`src/rtl/dmem_loader_pkg.sv`:
```
// +------------------------------------------------------------------+
// | MiniLab_defs                                                     |
// | Shared constants and types for the data-memory loader.           |
// | Revision: 1.0                                                    |
// +------------------------------------------------------------------+
`default_nettype none

package MiniLab_defs;

  // dmem address width; the memory holds 2^DMEM_DEPTH 16-bit words
  localparam int DMEM_DEPTH       = 8;
  localparam int LOADER_MAX_WORDS = 1 << DMEM_DEPTH;

  typedef enum logic [2:0] {
    LD_IDLE   = 3'd0,
    LD_LEN_LO = 3'd1,
    LD_LEN_HI = 3'd2,
    LD_DAT_LO = 3'd3,
    LD_DAT_HI = 3'd4,
    LD_CSUM   = 3'd5
  } loader_state_t;

  // A frame announcing more words than the memory holds is rejected
  function automatic logic len_too_big(input logic [15:0] len);
    return (32'(len) > 32'(LOADER_MAX_WORDS));
  endfunction

endpackage

`default_nettype wire

```
`src/rtl/dmem_loader.sv`:
```
// +------------------------------------------------------------------+
// | dmem_loader                                                      |
// | Framed byte-stream loader in front of the data memory. Passes    |
// | CPU traffic through while idle, owns the dmem port while busy.   |
// | Revision: 1.0                                                    |
// +------------------------------------------------------------------+
`default_nettype none

module dmem_loader
  import MiniLab_defs::*;
(
  input  logic                  clk,
  input  logic                  rst_n,
  input  logic                  start_i,
  input  logic [DMEM_DEPTH-1:0] base_i,
  input  logic                  byte_valid_i,
  input  logic [7:0]            byte_i,
  output logic                  byte_ready_o,
  input  logic                  cpu_we_i,
  input  logic [DMEM_DEPTH-1:0] cpu_addr_i,
  input  logic [15:0]           cpu_wdata_i,
  output logic                  dmem_we_o,
  output logic [DMEM_DEPTH-1:0] dmem_addr_o,
  output logic [15:0]           dmem_wdata_o,
  output logic                  cpu_stall_o,
  output logic                  busy_o,
  output logic                  done_o,
  output logic                  err_o
);

  localparam logic [DMEM_DEPTH:0] C_IDX_ONE = (DMEM_DEPTH+1)'(1);

  loader_state_t         r_state;
  loader_state_t         w_next;
  logic [DMEM_DEPTH-1:0] r_base;
  logic [DMEM_DEPTH:0]   r_cnt;
  logic [DMEM_DEPTH:0]   r_idx;
  logic [7:0]            r_lo;
  logic [7:0]            r_acc;
  logic                  r_err;
  logic                  r_done;
  logic                  r_we;
  logic [DMEM_DEPTH-1:0] r_addr;
  logic [15:0]           r_wdata;

  logic                  w_busy;
  logic                  w_accept;
  logic [15:0]           w_len;
  logic                  w_last_word;

  assign w_busy      = (r_state != LD_IDLE);
  assign w_accept    = byte_valid_i & w_busy;
  // r_lo holds the length low byte while in LEN_HI
  assign w_len       = {byte_i, r_lo};
  assign w_last_word = ((r_idx + C_IDX_ONE) == r_cnt);

  // State register
  always_ff @(posedge clk) begin
    if (!rst_n) r_state <= LD_IDLE;
    else        r_state <= w_next;
  end

  // Next-state logic: walks the frame one accepted byte at a time
  always_comb begin
    w_next = r_state;
    case (r_state)
      LD_IDLE:   if (start_i)  w_next = LD_LEN_LO;
      LD_LEN_LO: if (w_accept) w_next = LD_LEN_HI;
      LD_LEN_HI: begin
        if (w_accept) begin
          if (w_len == 16'd0)          w_next = LD_CSUM;
          else if (len_too_big(w_len)) w_next = LD_IDLE;
          else                         w_next = LD_DAT_LO;
        end
      end
      LD_DAT_LO: if (w_accept) w_next = LD_DAT_HI;
      LD_DAT_HI: if (w_accept) w_next = w_last_word ? LD_CSUM : LD_DAT_LO;
      LD_CSUM:   if (w_accept) w_next = LD_IDLE;
      default:   w_next = LD_IDLE;
    endcase
  end

  // Datapath: length, payload assembly, checksum and registered write pulse
  always_ff @(posedge clk) begin
    if (!rst_n) begin
      r_base  <= '0;
      r_cnt   <= '0;
      r_idx   <= '0;
      r_lo    <= '0;
      r_acc   <= '0;
      r_err   <= 1'b0;
      r_done  <= 1'b0;
      r_we    <= 1'b0;
      r_addr  <= '0;
      r_wdata <= '0;
    end else begin
      r_done <= 1'b0;
      r_we   <= 1'b0;
      case (r_state)
        LD_IDLE: begin
          if (start_i) begin
            r_base <= base_i;
            r_err  <= 1'b0;
            r_acc  <= '0;
            r_idx  <= '0;
          end
        end
        LD_LEN_LO: if (w_accept) r_lo <= byte_i;
        LD_LEN_HI: begin
          if (w_accept) begin
            r_cnt <= w_len[DMEM_DEPTH:0];
            if (len_too_big(w_len)) begin
              r_err  <= 1'b1;
              r_done <= 1'b1;
            end
          end
        end
        LD_DAT_LO: begin
          if (w_accept) begin
            r_lo  <= byte_i;
            r_acc <= r_acc ^ byte_i;
          end
        end
        LD_DAT_HI: begin
          if (w_accept) begin
            r_acc   <= r_acc ^ byte_i;
            r_we    <= 1'b1;
            r_addr  <= r_base + r_idx[DMEM_DEPTH-1:0];
            r_wdata <= {byte_i, r_lo};
            r_idx   <= r_idx + C_IDX_ONE;
          end
        end
        LD_CSUM: begin
          if (w_accept) begin
            r_err  <= (byte_i != r_acc);
            r_done <= 1'b1;
          end
        end
        default: ;
      endcase
    end
  end

  // Port mux: the loader keeps ownership (and blocks CPU writes) while busy
  always_comb begin
    dmem_we_o    = cpu_we_i;
    dmem_addr_o  = cpu_addr_i;
    dmem_wdata_o = cpu_wdata_i;
    if (w_busy) begin
      dmem_we_o    = r_we;
      dmem_addr_o  = r_addr;
      dmem_wdata_o = r_wdata;
    end
  end

  assign busy_o       = w_busy;
  assign cpu_stall_o  = w_busy;
  assign byte_ready_o = w_busy;
  assign done_o       = r_done;
  assign err_o        = r_err;

endmodule

`default_nettype wire

```
`config.mk`:
```
export PLATFORM = sky130hd
export DESIGN_NAME = dmem_loader
export DESIGN_NICKNAME = d
export VERILOG_FILES = /design/src/rtl/dmem_loader_pkg.sv /design/src/rtl/dmem_loader.sv
export SDC_FILE = /design/constraint.sdc
export NUM_CORES = 1
export LEC_CHECK = 0
export BUFFER_PORTS_ARGS = -buffer_cell sky130_fd_sc_hd__buf_4
export CAP_MARGIN = 20
export CORE_MARGIN = 3
export CORE_UTILIZATION = 55
export CTS_BUF_LIST = sky130_fd_sc_hd__clkbuf_16
export DETAILED_ROUTE_END_ITERATION = 6
export GPL_TIMING_DRIVEN = 1
export PLACE_DENSITY = 0.86
export SLEW_MARGIN = 20
export SYNTH_ARGS = -nofsm -noshare
export SYNTH_HDL_FRONTEND = slang
export SYNTH_SLANG_ARGS = --single-unit
```
`constraint.sdc`:
```
create_clock -name clk -period 2.1 [get_ports clk]
set_input_delay 0.105 -clock clk [delete_from_list [all_inputs] [get_ports clk]]
set_output_delay 0.105 -clock clk [all_outputs]
set_load 0.05 [all_outputs]
```
=== Word level (Yosys, flattened, before mapping) ===
Cells that the tools add are included.

* $add $sub $neg: 2
* $mul: 0
* Div/mod/pow operators: 0
* Magnitude comparators: 1
* Equality and inequality tests: 15
* Shift-type cells: 0
* Mux-type cells: 28
* Bitwise operators: 2
* Reduce and logical (&&, ||, !) cells: 17

{| class="wikitable"
|+ Operators by type and width
! cell !! count
|-
| 3-bit two-way mux || 8
|-
| 8-bit two-way mux || 3
|-
| 9-bit two-way mux || 2
|-
| 3-bit one-hot mux with 6 select lines || 1
|-
| 9-bit one-hot mux with 2 select lines || 1
|-
| 16-bit by 9-bit > comparator with 1-bit output, second input constant || 1
|-
| 16-bit zero test || 1
|-
| 16-bit two-way mux || 1
|-
| 8-bit one-hot mux with 2 select lines || 1
|-
| 2-bit != test, second input constant || 7
|-
| 2-bit AND reduction || 5
|-
| 9-bit by 1-bit adder with 9-bit output, second input constant || 1
|-
| 9-bit equality test || 1
|-
| 8-bit adder || 1
|-
| 1-bit two-way mux || 8
|-
| 8-bit != test || 1
|-
| 8-bit bitwise XOR || 1
|-
| 3-bit by 2-bit equality test with 1-bit output, second input constant || 2
|-
| 3-bit equality test, second input constant || 2
|-
| 3-bit AND reduction || 2
|-
| 6-bit AND reduction || 1
|-
| 3-bit nonzero test || 2
|-
| 5-bit AND reduction || 1
|-
| 2-bit nonzero test || 2
|-
| other kinds (8) || 9
|}

* Register bits after elaboration: 72
* Latch bits: 0
* Memory bits (writable): 0
* ROM bits: 0
* Output and inout bits: 30
* Word-level logic and storage cells: 76
* Memories kept: 0

=== Longest topological paths before layout ===
Gate-level depths: netlist (run 1).

* Word-level depth: 5
* Depth in mapped cells: 8
* Gate-level depth less buffers: 8

=== Worst setup path after synthesis (run 1) ===
No wires, ideal clock.

* Path kind: register to register
* Start: register r_idx[1]
* End: register r_addr[7]
* Setup time: 0.074 ns
* Arrival time: 1.762 ns
* Slack: 0.263 ns
* Cell stages (with the launch flop): 7
* Buffers on the path: 0
* Cells stage by stage: dfxtp_1 > ha_1 > a21o_1 > a211o_1 > a2111oi_0 > o21ai_0 > a31oi_1

* Word-level cells in the longest chain between the ends: 1

{| class="wikitable"
|+ Ends and longest elaborated chain
! element !! line !! source
|-
| start, declared || dmem_loader.sv:37 || <nowiki>logic [DMEM_DEPTH:0] r_idx;</nowiki>
|-
| start signal, assigned || dmem_loader.sv:130 || <nowiki>r_idx <= r_idx + C_IDX_ONE;</nowiki>
|-
| 8-bit adder || dmem_loader.sv:128 || <nowiki>r_addr <= r_base + r_idx[DMEM_DEPTH-1:0];</nowiki>
|-
| end signal, assigned || dmem_loader.sv:128 ||
|-
| end, declared || dmem_loader.sv:43 || <nowiki>logic [DMEM_DEPTH-1:0] r_addr;</nowiki>
|}

Every way passes these cells.
A chain may end at the register's enable or synchronous reset.

=== Worst setup path after layout (run 1) ===
* Start: register r_idx[1]
* End: register r_state[1]

* Word-level cells in the longest chain between the ends: 5

{| class="wikitable"
|+ Ends and longest elaborated chain
! element !! line !! source
|-
| 9-bit by 1-bit adder with 9-bit output || dmem_loader.sv:55 || <nowiki>assign w_last_word = ((r_idx + C_IDX_ONE) == r_cnt);</nowiki>
|-
| 9-bit equality test || dmem_loader.sv:55 ||
|-
| 3-bit two-way mux (2 in series) || dmem_loader.sv:77 || <nowiki>LD_DAT_HI: if (w_accept) w_next = w_last_word ? LD_CSUM : LD_DAT_LO;</nowiki>
|-
| 3-bit one-hot mux with 6 select lines || dmem_loader.sv:66 || <nowiki>case (r_state)</nowiki>
|-
| end signal, assigned || dmem_loader.sv:60 || <nowiki>else r_state <= w_next;</nowiki>
|-
| end, declared || dmem_loader.sv:33 || <nowiki>loader_state_t r_state;</nowiki>
|}

Every way passes these cells. The select of a mux whose other input is x is not followed.

==> qor.json, run 1 <==
{
  "pwr-share-clk": 0.386,
  "path_class": "flip-flop to flip-flop",
  "post_synth_num_cell_types": 56,
  "asyncSetResetFlopFracSynth": 0,
  "detail_route.first_pass.iterations": 5,
  "boundaryPins": 75,
  "setup_violations": 0,
  "startpoint_type": "flip-flop",
  "grt_pass1_vias": 3440,
  "arrival_ps": 2230,
  "antenna_found_initial": 0,
  "timing.slew.headroom": 0.625,
  "main_combinational_cell_family_by_area_after_synthesis": "simple AND/OR/NAND/NOR gates",
  "power_density_nw_per_um2": 737,
  "final_antenna_net_count": 0,
  "postSynthCellCount": 460,
  "drc_violation_total_after_the_first_tritonroute_iteration": 272,
  "cts_made_buffers": 9,
  "r2r_cells": 6,
  "critPathSlowestCell": "sky130_fd_sc_hd__dfxtp_1",
  "vias_per_cell": 5.93,
  "grt_setup_unrepaired": "no",
  "synth_flop_cell": "sky130_fd_sc_hd__dfxtp_1",
  "status": "completed",
  "internal_power_mw": 2.45,
  "synth-compound-area-share": 0.175,
  "grt_start_max_net_pins": 44,
  "dp.final_hpwl_um": 6810,
  "clock_tree.buffer_depth": 2,
  "yosys_warnings": 0,
  "floorplan.initialDensity": 0.587,
  "sequentialPowerShare": 0.408,
  "post_cts_hold_buffer_count": 0,
  "report.final.slew_viol_count": 0,
  "final_hold_viol_count": 0,
  "synth.net_count": 514,
  "post_synth_xor_area_fraction": 0.0503,
  "post_synthesis_adder_cell_area_fraction": 0.0314,
  "max_cap_viol_count": 0,
  "tritoncts_clock_tree": "yes",
  "final.setup_skew_ps": 8.28,
  "crit_required_ps": 2320,
  "routed-via-count": 3611,
  "final_common_cell": "sky130_fd_sc_hd__nand2_1",
  "placedInstanceArea_um2": 4470,
  "slowest_delay_ps": 430,
  "drive_gt1_frac": 0.216,
  "min_path_cells": 3,
  "synth_top_area_frac": 0.376,
  "critPathMaxFanout": 7,
  "std_cell_rows": 29,
  "antenna-diode-count": 0,
  "avgSynthCellArea_um2": 8.33,
  "grt_first_pass_wirelength_um": 15700,
  "synth-seq-area-share": 0.376,
  "cts.root.buffer_cell": "sky130_fd_sc_hd__clkbuf_16",
  "buffer_ports.inserted": 74,
  "fmax_ghz": 0.498,
  "routedWlPerCell_um": 16.2,
  "drcViolationCount": 0,
  "hp-class": "primary input to flip-flop",
  "layout_common_cells": "sky130_fd_sc_hd__nand2_1 (84), sky130_fd_sc_hd__buf_4 (83), sky130_fd_sc_hd__dfxtp_1 (71), sky130_fd_sc_hd__a21oi_1 (60), sky130_fd_sc_hd__nor2_1 (25)",
  "worst_ir_drop_vdd_uv": 456,
  "period_needed_ps": 2010,
  "tightestPinTransition_ps": 558,
  "synth_simple_gate_area_share": 0.228,
  "post_synth_mux_area_share": 0.0996,
  "final.setup.tns_ps": 0,
  "area_growth_pct": 23.8,
  "cpMostUsedCell": "sky130_fd_sc_hd__nand4_1",
  "nNetsFinal": 582,
  "dieHeight_um": 89.5,
  "yosys.area.top_type": "sky130_fd_sc_hd__dfxtp_1",
  "critical_path.cell_chain": "ha_1 > and4_1 > nand4_1 > xnor2_1 > nand4_1 > o31a_1",
  "htree_levels": 3,
  "grt-ovfl-total": 0,
  "layout.cell_area.non_filler_um2": 4740,
  "endpoint_kind": "flip-flop",
  "power.share.switching": 0.299,
  "final_min_period_over_clock_period": 0.957,
  "clock_input_transition_at_the_sequential_cells_of_the_worst_setup_and_hold_paths_ps": 60,
  "clock_sinks": 72,
  "synth-edff-count": 0,
  "postSynthRegisterBits": 72,
  "switching_power_mw": 1.05,
  "leakagePower_nw": 1.97,
  "grt_use_total": 0.250,
  "detail_route.wirelength_um": 9860,
  "fill_cells": 472,
  "core_um2": 6530,
  "worstSkewPairLatency_ps": 330,
  "gpl.final_weighted_congestion": 0.887,
  "syn_area_um2": 3830,
  "dieWidth_um": 89.5,
  "die-area_um2": 8000,
  "synthTopCellsByArea": "sky130_fd_sc_hd__dfxtp_1 (38%), sky130_fd_sc_hd__nand2_1 (8.2%), sky130_fd_sc_hd__a21oi_1 (7.8%)",
  "comb_power_share": 0.206
}
[synthesized netlist by cell type (all sizes together), types with 6 or more instances]
cell and number:
clkbuf 14, o21a 8, xor2 14, nor3 10, o21ai 22, mux2 25
a21oi 60, nor2 25, buf 14, mux2i 10, inv 6, nand3b 10
nand2 84, nand3 6, dfxtp 72, nor2b 7, ha 8, xnor2 8
[final timing paths]
kind	start	end	slack, ps
setup reg to reg	r_idx[1]$_SDFFE_PN0P_	r_state[1]$_SDFFE_PN0P_	90
setup / recovery	r_idx[1]$_SDFFE_PN0P_	r_state[1]$_SDFFE_PN0P_	90
hold / removal	base_i[3]	r_base[3]$_SDFFE_PN0P_	20
hold reg to reg	r_wdata[14]$_SDFFE_PN0P_	r_wdata[14]$_SDFFE_PN0P_	450
[registers in the layout, indices dropped and copies added, names as in the netlist]
register  count
done_o        1
err_o         1
r_acc         8
r_addr        8
r_base        8
r_cnt         9
r_idx         9
r_lo          8
r_state       3
r_wdata      16
r_we          1
[metal layers]
layer,GRT usage,vias up,wire length (um)
met1,0.313,1689,4270
met2,0.439,147,4850
met3,0.0341,22,575
met4,0.0825,0,169
li1,-,1753,-
met5,0,-,0
[cells by family after synthesis]
kind of cell,count (synthesis)
AO/OA/AOI/OAI,114
XOR/XNOR,22
adder cells (fa/ha/maj),9
buffers and inverters,35
flip-flops,72
multiplexers,35
AND/OR/NAND/NOR,173
[per-stage QoR]
stage | power (mW) | worst slack (ps) | cells | utilization | hold WS [ps]
detailed placement | 2.16 | 40.5 | 594 | 0.684 | 362
floorplan | 1.92 | 263 | 460 | - | 241
global placement | 2.15 | 182 | 594 | 0.684 | 351
finish | 3.49 | 90.8 | 609 | 0.726 | 15.2
CTS | 3.50 | 71.3 | 609 | 0.724 | 14.7
global route | 3.61 | 1.99 | 609 | 0.726 | 31.1
[worst max-delay path: cells and delay by family (launching register included)]
family	cells	cell delay, ps
AO/OA/AOI/OAI	1	310
XOR/XNOR	1	220
adder cells (fa/ha/maj)	1	310
flip-flops	1	430
AND/OR/NAND/NOR	3	630
[layout make-up]
| class | count | area, um^2 | area share |
|---|---|---|---|
| Clock inverter | 6 | 38.8 | 0.00818 |
| Inverter | 7 | 26.3 | 0.00554 |
| Tap cell | 77 | 96.3 | 0.0203 |
| Timing Repair Buffer | 85 | 663 | 0.140 |
| Clock buffer | 9 | 225 | 0.0475 |
| Multi-Input combinational cell | 353 | 2250 | 0.475 |
| Sequential cell | 72 | 1440 | 0.304 |
[power groups by stage]
stage,clock (mW),sequential [mW],combinational [mW]
after CTS,1.36,1.42,0.718
after global placement,0,1.45,0.695
after global routing,1.42,1.43,0.762
after floorplan,0,1.44,0.488
after detailed placement,0,1.45,0.712
final,1.35,1.42,0.720
[repair_timing]
item | in CTS | in global routing
resized for setup | 1 | 3
setup buffers | 0 | 0
setup endpoints to repair | 1 | 10
No activity file was read; power rests on OpenSTA's default activity.
==> run 2, diff against run 1 <==
--- a/config.mk
+++ b/config.mk
@@ -8,11 +8,11 @@
 export BUFFER_PORTS_ARGS = -buffer_cell sky130_fd_sc_hd__buf_4
 export CAP_MARGIN = 20
 export CORE_MARGIN = 3
-export CORE_UTILIZATION = 55
+export CORE_UTILIZATION = 47
 export CTS_BUF_LIST = sky130_fd_sc_hd__clkbuf_16
 export DETAILED_ROUTE_END_ITERATION = 6
 export GPL_TIMING_DRIVEN = 1
-export PLACE_DENSITY = 0.86
+export PLACE_DENSITY = 0.76
 export SLEW_MARGIN = 20
 export SYNTH_ARGS = -nofsm -noshare
 export SYNTH_HDL_FRONTEND = slang
==> run 2 against run 1 <==
Sequential share of layout area down 0.52 points. Global-route usage decreased by 3.7 points. First-iteration DRC count is 47% lower. Clock skew is 3.6 ps lower. Largest power group is now clock. Via count decreased by 2.5%. Utilization fell by 11 points. Sequential power barely moved. Power grew 7.3%. Register-to-register slack better by 40 ps. Die area increased by 16%. Routed wire length down 1.7%.
==> qor.json, run 2 (same netlist as run 1, synthesis figures left out) <==
{
  "status": "completed",
  "cts_made_buffers": 9,
  "core_um2": 7810,
  "largest_register_ffs": 16,
  "critical_path.cell_chain": "ha_2 > and4_1 > nand4_1 > xnor2_1 > nand4_1 > o31a_1",
  "detail_route.wirelength_um": 9690,
  "grt-ovfl-total": 0,
  "dp.final_hpwl_um": 6790,
  "fill_cells": 671,
  "vias_per_cell": 5.54,
  "arrival_ps": 2190,
  "dieWidth_um": 96.3,
  "setup_violations": 0,
  "grt_first_pass_wirelength_um": 15300,
  "critPathSlowestCell": "sky130_fd_sc_hd__dfxtp_1",
  "layout_common_cells": "sky130_fd_sc_hd__nand2_1 (84), sky130_fd_sc_hd__buf_4 (82), sky130_fd_sc_hd__dfxtp_1 (69), sky130_fd_sc_hd__a21oi_1 (60), sky130_fd_sc_hd__nor2_1 (25)",
  "fmax_ghz": 0.507,
  "report.final.slew_viol_count": 0,
  "endpoint_kind": "flip-flop",
  "timing.slew.headroom": 0.635,
  "final.setup_skew_ps": 4.67,
  "detail_route.first_pass.iterations": 4,
  "final_min_period_over_clock_period": 0.940,
  "htree_levels": 3,
  "antenna_found_initial": 0,
  "floorplan.initialDensity": 0.491,
  "path_class": "flip-flop to flip-flop",
  "path_delay_family": "simple AND/OR/NAND/NOR gates",
  "grt_use_total": 0.212,
  "clock_input_transition_at_the_sequential_cells_of_the_worst_setup_and_hold_paths_ps": 60,
  "die-area_um2": 9270,
  "cpMostUsedCell": "sky130_fd_sc_hd__nand4_1",
  "tightestPinTransition_ps": 546,
  "gpl.final_weighted_congestion": 0.846,
  "tritoncts_clock_tree": "yes",
  "max_cap_viol_count": 0,
  "startpoint_type": "flip-flop",
  "std_cell_rows": 32,
  "clock_sinks": 72,
  "drive_gt1_frac": 0.223,
  "routed-via-count": 3521,
  "post_cts_hold_buffer_count": 0,
  "power_density_nw_per_um2": 776,
  "grt_start_max_net_pins": 62,
  "worstSkewPairLatency_ps": 330,
  "final_antenna_net_count": 0,
  "dieHeight_um": 96.3,
  "final_common_cell": "sky130_fd_sc_hd__nand2_1",
  "cts.root.buffer_cell": "sky130_fd_sc_hd__clkbuf_16",
  "utilization": 0.619,
  "grt_setup_unrepaired": "yes",
  "final_hold_viol_count": 0,
  "nNetsFinal": 583,
  "drc_violation_total_after_the_first_tritonroute_iteration": 143,
  "clock_tree.buffer_depth": 2,
  "grt_pass1_vias": 3323,
  "worst_ir_drop_vdd_uv": 388,
  "critPathMaxFanout": 7,
  "boundaryPins": 75,
  "biggestRegsByFlops": "r_wdata x16, r_cnt x9, r_idx x9",
  "antenna-diode-count": 0,
  "largest-register": "r_wdata",
  "period_needed_ps": 1970,
  "leakagePower_nw": 1.99,
  "crit_required_ps": 2320,
  "buffer_ports.inserted": 74,
  "area_growth_pct": 26.2,
  "routedWlPerCell_um": 15.2,
  "drcViolationCount": 0,
  "slowest_delay_ps": 440,
  "fin_hold_ws_ps": 16.0,
  "path_buf_inv": 0,
  "hp-class": "primary input to flip-flop"
}
[run 2: layout make-up]
cell class | count | area, um^2 | share of cell area
Multi-Input combinational cell | 353 | 2250 | 0.466
Sequential cell | 72 | 1450 | 0.299
Timing Repair Buffer | 86 | 669 | 0.138
Clock buffer | 9 | 225 | 0.0466
Tap cell | 102 | 128 | 0.0264
Clock inverter | 7 | 87.6 | 0.0181
Inverter | 7 | 26.3 | 0.00543
[run 2: repair_timing]
item                                    4_1_cts  5_1_grt
resized for setup                             0       10
endpoints found under the hold margin         0        0
endpoints found under the setup margin        0       36
setup buffers                                 0        0
[run 2: stage by stage]
step	total power [mW]	cell area, um^2	setup TNS [ps]	instances	setup slack (ps)
final	3.75	4830	0	636	127
after CTS	3.75	4800	0	636	34.2
after detailed placement	2.15	4490	0	620	88.8
after global placement	2.14	4490	0	620	177
after floorplan	1.92	3830	0	460	263
after global routing	3.86	4830	-1.21	636	-1.21
[run 2: power by group]
part | internal [mW] | switching (mW)
Sequential | 1.39 | 0.0267
Combinational | 0.273 | 0.443
Clock | 1.03 | 0.587
Total | 2.69 | 1.06
[run 2: worst register-to-register path: stages, from the launching register on]
cell,delay [ps]
sky130_fd_sc_hd__dfxtp_1,440
sky130_fd_sc_hd__ha_2,290
sky130_fd_sc_hd__and4_1,260
sky130_fd_sc_hd__nand4_1,180
sky130_fd_sc_hd__xnor2_1,220
sky130_fd_sc_hd__nand4_1,170
sky130_fd_sc_hd__o31a_1,310
[run 2: routing by layer]
metal | vias up | global-route usage | part of all wire
met5 | - | 0 | 0
met2 | 91 | 0.355 | 0.48
met4 | 0 | 0.105 | 0.025
met3 | 21 | 0.0344 | 0.057
li1 | 1758 | - | -
met1 | 1651 | 0.263 | 0.44
[run 2: worst paths after layout]
kind | startpoint | cells after the start | slack (ps) | end
setup / recovery | r_idx[1]$_SDFFE_PN0P_ | 6 | 130 | r_state[1]$_SDFFE_PN0P_
hold / removal | base_i[6] | 3 | 20 | r_base[6]$_SDFFE_PN0P_
setup reg to reg | r_idx[1]$_SDFFE_PN0P_ | 6 | 130 | r_state[1]$_SDFFE_PN0P_
hold reg to reg | r_addr[3]$_SDFFE_PN0P_ | 2 | 450 | r_addr[3]$_SDFFE_PN0P_
